[config.mk]
export PLATFORM = sky130hd
export DESIGN_NAME = butterfly_xbar_in_pipe
export DESIGN_NICKNAME = d
export VERILOG_FILES = /design/src/rtl/butterfly_xbar_in_pipe.sv
export SDC_FILE = /design/constraint.sdc
export NUM_CORES = 1
export LEC_CHECK = 0
export CORE_MARGIN = 4
export CORE_UTILIZATION = 51
export DETAILED_ROUTE_END_ITERATION = 7
export PLACE_DENSITY = 0.87
export RECOVER_POWER = 100
export SYNTH_ARGS = -nofsm -noshare
export SYNTH_HDL_FRONTEND = slang
export SYNTH_SLANG_ARGS = --single-unit
export TNS_END_PERCENT = 30
[constraint.sdc]
create_clock -name clk -period 6.6 [get_ports clk]
set_clock_uncertainty 0.15 [all_clocks]
set_input_delay 1.32 -clock clk [delete_from_list [all_inputs] [get_ports clk]]
set_output_delay 1.32 -clock clk [all_outputs]
set_load 0.01 [all_outputs]
[src/rtl/butterfly_xbar_in_pipe.sv]
// Butterfly operand crossbar: routes two read-port word vectors into
// top/bottom operand pairs per stride, behind an output register plus skid.
module butterfly_xbar_in_pipe #(
    parameter int DATA_W   = 32,
    parameter int LANES    = 4,
    parameter int STRIDE_W = 10,
    parameter int TAG_W    = 8
) (
    input  logic                      clk,
    input  logic                      resetn,
    input  logic                      i_VALID,
    output logic                      o_READY,
    input  logic [STRIDE_W-1:0]       i_STRIDE,
    input  logic [LANES*DATA_W-1:0]   i_READ_OUTPUT1,
    input  logic [LANES*DATA_W-1:0]   i_READ_OUTPUT2,
    input  logic [TAG_W-1:0]          i_TAG,
    input  logic                      i_CNT_CLR,
    output logic                      o_VALID,
    input  logic                      i_READY,
    output logic [LANES*DATA_W-1:0]   o_BUTTERFLY_TOP,
    output logic [LANES*DATA_W-1:0]   o_BUTTERFLY_BOTTOM,
    output logic [TAG_W-1:0]          o_TAG,
    output logic                      o_STRIDE_ERR,
    output logic [15:0]               o_BEAT_CNT
);

    localparam int LG    = $clog2(LANES);
    localparam int BUS_W = LANES * DATA_W;
    localparam logic [STRIDE_W-1:0] LANES_S = STRIDE_W'(LANES);

    typedef struct packed {
        logic [BUS_W-1:0] top;
        logic [BUS_W-1:0] bot;
        logic [TAG_W-1:0] tag;
        logic             err;
    } beat_t;

    logic [DATA_W-1:0] words [2*LANES];
    logic [BUS_W-1:0]  cand_top [LG+1];
    logic [BUS_W-1:0]  cand_bot [LG+1];
    logic [LG:0]       hit;
    logic              legal;
    logic              big;
    logic [BUS_W-1:0]  route_top;
    logic [BUS_W-1:0]  route_bot;

    always_comb begin
        for (int k = 0; k < LANES; k++) begin
            words[k]       = i_READ_OUTPUT1[k*DATA_W +: DATA_W];
            words[LANES+k] = i_READ_OUTPUT2[k*DATA_W +: DATA_W];
        end
    end

    assign legal = (i_STRIDE != '0) &&
                   ((i_STRIDE & (i_STRIDE - 1'b1)) == '0);
    assign big   = (i_STRIDE >= LANES_S);

    // One fixed wiring pattern per effective stride 1, 2, 4 .. LANES.
    for (genvar k = 0; k <= LG; k++) begin : g_s
        localparam int S = 1 << k;
        if (k == LG) begin : g_big
            assign hit[k] = big;
        end else begin : g_small
            assign hit[k] = (i_STRIDE == STRIDE_W'(S));
        end
        for (genvar p = 0; p < LANES; p++) begin : g_p
            localparam int IT = 2 * S * (p / S) + (p % S);
            assign cand_top[k][p*DATA_W +: DATA_W] = words[IT];
            assign cand_bot[k][p*DATA_W +: DATA_W] = words[IT+S];
        end
    end

    always_comb begin
        route_top = '0;
        route_bot = '0;
        for (int k = 0; k <= LG; k++) begin
            if (legal && hit[k]) begin
                route_top = cand_top[k];
                route_bot = cand_bot[k];
            end
        end
    end

    beat_t in_beat;
    beat_t out_q, out_n;
    beat_t skid_q, skid_n;
    logic  out_valid_q, out_valid_n;
    logic  skid_valid_q, skid_valid_n;
    logic  ready_q;
    logic  accept;
    logic  fire;
    logic [15:0] cnt_q;

    assign in_beat = '{top: route_top, bot: route_bot,
                       tag: i_TAG, err: !legal};

    assign accept = i_VALID && ready_q;
    assign fire   = out_valid_q && i_READY;

    always_comb begin
        out_n        = out_q;
        skid_n       = skid_q;
        out_valid_n  = out_valid_q;
        skid_valid_n = skid_valid_q;
        if (skid_valid_q) begin
            if (fire) begin
                out_n        = skid_q;
                skid_valid_n = 1'b0;
            end
        end else if (accept) begin
            if (!out_valid_q || fire) begin
                out_n       = in_beat;
                out_valid_n = 1'b1;
            end else begin
                skid_n       = in_beat;
                skid_valid_n = 1'b1;
            end
        end else if (fire) begin
            out_valid_n = 1'b0;
        end
    end

    always_ff @(posedge clk or negedge resetn) begin
        if (!resetn) begin
            out_q        <= '0;
            skid_q       <= '0;
            out_valid_q  <= 1'b0;
            skid_valid_q <= 1'b0;
            ready_q      <= 1'b0;
        end else begin
            out_q        <= out_n;
            skid_q       <= skid_n;
            out_valid_q  <= out_valid_n;
            skid_valid_q <= skid_valid_n;
            ready_q      <= !skid_valid_n;
        end
    end

    // Clear wins over a coincident accept.
    always_ff @(posedge clk or negedge resetn) begin
        if (!resetn) begin
            cnt_q <= '0;
        end else if (i_CNT_CLR) begin
            cnt_q <= '0;
        end else if (accept && (cnt_q != 16'hFFFF)) begin
            cnt_q <= cnt_q + 16'd1;
        end
    end

    assign o_READY            = ready_q;
    assign o_VALID            = out_valid_q;
    assign o_BUTTERFLY_TOP    = out_q.top;
    assign o_BUTTERFLY_BOTTOM = out_q.bot;
    assign o_TAG              = out_q.tag;
    assign o_STRIDE_ERR       = out_q.err;
    assign o_BEAT_CNT         = cnt_q;

endmodule

==> impl_metrics.ini <==
[outcome]
outcome = finished with violations
violations = capacitance limit, slew limit

[place]
dp.cells = 3876
portBuffers = 561
gp_congestion = 0.864
placed_area_mm2 = 0.0326
place.detailed.hpwl_mm = 58.9

[critical_path]
cp.required_ns = 6.93
cp_slowest_cell = nand2_1
path_cells = dlygate4sd3_1 > or4_1 > or4_1 > o211ai_1 > buf_12 > nand2_1 > o21ai_0
slowest_delay_ns = 1.18
critPathCapture = skid_q[119]
critPathLaunch = i_STRIDE[2]
r2r_slack_ns = 1.33
r2r_start = skid_valid_q
arrival_ns = 5.72
r2r_end = skid_q[31]
start_kind = input pin
worstSetupPathType = in -> reg
worstSetupEndpointType = flop
crit_top_cell = or4_1
r2r_cells = 6
cp_max_fo = 64

[power_and_ir_drop]
p_leak_nw = 13.5
cellPowerDensity_mw_per_mm2 = 391
p_total_w = 0.0135
ir_worst_vdd_mv = 0.401

[synth]
ys_ff_latch = 549
ys_types = 45
netlist.area_leader.share = 0.515
ys_seq_area_frac = 0.515
synth_compound_area_frac = 0.236
syn_area_per_cell_um2 = 9.23
synthXorXnorAreaFrac = 0.00361
synth-simple-area-share = 0.197
yosysTopAreaCell = dfrtp_1
synth_area_leaders = dfrtp_1 51%, nand2_1 6.9%, a31oi_1 5.8%
synth_top_family_by_area = compound AO/OA/AOI/OAI gates
synth_cells = 2893
synth_fp_nets = 3173
async_flop_share = 1.00
synth-edff-count = 0
muxShareOfSynthArea = 0.00337
synth_fa_ha_area_frac = 0.000844
ys_warn_count = 0
ys.flop_type = dfrtp_1
synth_area_mm2 = 0.0267

[detailed_routing]
drt-initial-drc-count = 3154
top_layer_used = met5
num_vias = 26000
wl_met3_mm = 11.3
drc_errors = 0
antenna_left = 0
detail_route.wl_per_cell_um = 23.8
routed_wl_mm = 95.3
drt-met1-wl_mm = 35.4
via_per_inst = 6.51
firstDrtPassIters = 7
wl_met2_mm = 43.4

[global_routing]
grt_pass1_vias = 25300
track_usage = 0.324
antenna_found_initial = 18
grt_remaining_overflow = 0
grt_first_pass_wirelength_mm = 146
grt_max_degree = 188

[sta]
fin_crit_sh = 0.815
rsz0062_at_grt = false
worst_pin_slew_ns = 3.35
setup_tns_ns = 0
period_needed_ns = 5.38
hold_violations = 0
whs_ns = 0.326
finalSetupViolCount = 0
max_freq_ghz = 0.186
maxSlewViolCount = 683
slew_headroom = -1.23

[die]
die_h_um = 237
core_area_mm2 = 0.0516
initial_core_util = 0.517
io_pins = 562
fp.dieW_um = 237
die_area_mm2 = 0.0561
std_cell_rows = 83

[cts]
cts_resized = 0
clk_latency_ns = 0.62
ctsHoldBuffers = 0
clockBufferDepth = 3
clockRootBuffer = clkbuf_16
cts_setup_buffers = 0
cts.clk_slew.worst_paths_ns = 0.06
cts_made_buffers = 59
htreeDepth = 2
cts_tree = yes
clock_sinks = 549

[flow_run]
maxCapViolations = 8

[hold_path]
hold_path_depth = 2
hold_path.startpoint = skid_q[5]
worstHoldPathType = reg -> reg

[finish]
layout-drive-gt1-share = 0.0693
stdcell_area_mm2 = 0.0346
finalNonFillerCells = 3997
num-fill-cells = 3976
nets = 3537
area_growth_pct = 29.7
[layout by cell type, fill, tap and decap left out, drive strengths merged, types with 9 or more instances in the layout]
cell type	instances
dlygate4sd3	285
a31oi	246
o211ai	68
diode	12
nor2b	10
nand2	492
mux2i	9
buf	34
clkdlybuf4s50	274
clkinv	11
o31ai	129
nand4b	65
nor2	210
nand3b	124
a21oi	156
a22oi	128
and3	71
clkbuf	96
o21ai	207
dfrtp	549
nor4	66
[kinds of logic (layout without fill, tap and decap cells)]
family          count (synthesis)  count (layout)
compound gates                952             952
xor+xnor                       11              11
fa+ha+maj                       2               2
buf+inv                       301             713
flops                         549             549
mux                             9               9
other cells                     0              12
simple gates                 1069            1069
[report_power, final]
group | total, W | switching [W] | internal [W] | leakage, nW
registers | 0.00512 | 0.000630 | 0.00449 | 6.98
clock network | 0.00356 | 0.00139 | 0.00217 | 1.04
logic | 0.00487 | 0.00281 | 0.00206 | 5.52
[worst max-delay path: cells and delay by family]
kind | cells | cell delay (ns)
and+or+nand+nor | 3 | 2.48
AOI/OAI and AO/OA | 2 | 0.89
buffers and inverters | 2 | 0.90
[Yosys cell counts (5+ instances only)]
master,n
dfrtp_1,549
nand2_1,492
clkbuf_1,258
a31oi_1,246
nor2_1,210
o21ai_0,207
a21oi_1,147
o31ai_1,129
nand3b_1,124
and3_1,71
a22oi_1,68
o211ai_1,68
nor4_1,66
nand4b_1,65
a22oi_2,60
buf_1,18
buf_2,15
nor2b_1,10
a21oi_2,9
mux2i_1,9
xor2_1,7
a21o_1,6
and2_1,6
buf_6,6
or4_1,5
[area by class of cell]
type / count / area [um^2] / share of cell area
Inverter: 3 / 11.3 / 0.000325
Clock inverter: 21 / 293 / 0.00846
Multi-Input combinational cell: 2043 / 11800 / 0.342
Sequential cell: 549 / 13700 / 0.397
Tap cell: 680 / 851 / 0.0246
Timing Repair Buffer: 601 / 6030 / 0.174
Antenna cell: 12 / 30.0 / 0.000868
Clock buffer: 88 / 1820 / 0.0525
[sequential cells by signal, summed over array words and instances, names as in the netlist]
name	flops
o_BEAT_CNT	16
o_READY	1
o_TAG	8
o_VALID	1
o_STRIDE_ERR	1
skid_valid_q	1
skid_q	265
o_BUTTERFLY_BOTTOM	128
o_BUTTERFLY_TOP	128
[worst min-delay path by stage]
stage | to | slack [ns]
CTS | skid_q[5] | 0.33
global placement | skid_q[0] | 0.31
finish | skid_q[5] | 0.33
global route | skid_q[22] | 0.35
detailed placement | skid_q[5] | 0.31
floorplan | skid_q[0] | 0.29
[layer usage]
metal  up-vias  GRT usage
met1     12500      0.424
li1      11300          -
met4        12      0.156
met3       355     0.0915
met2      1804      0.499
met5         -          0
[metrics by stage]
step                       util  setup WS [ns]
after global placement    0.631           1.52
after CTS                 0.672           2.09
final                     0.671           1.22
after detailed placement  0.631           1.45
after floorplan               -           2.75
after global routing      0.671          0.931
Power figures use the tool's default switching activity.
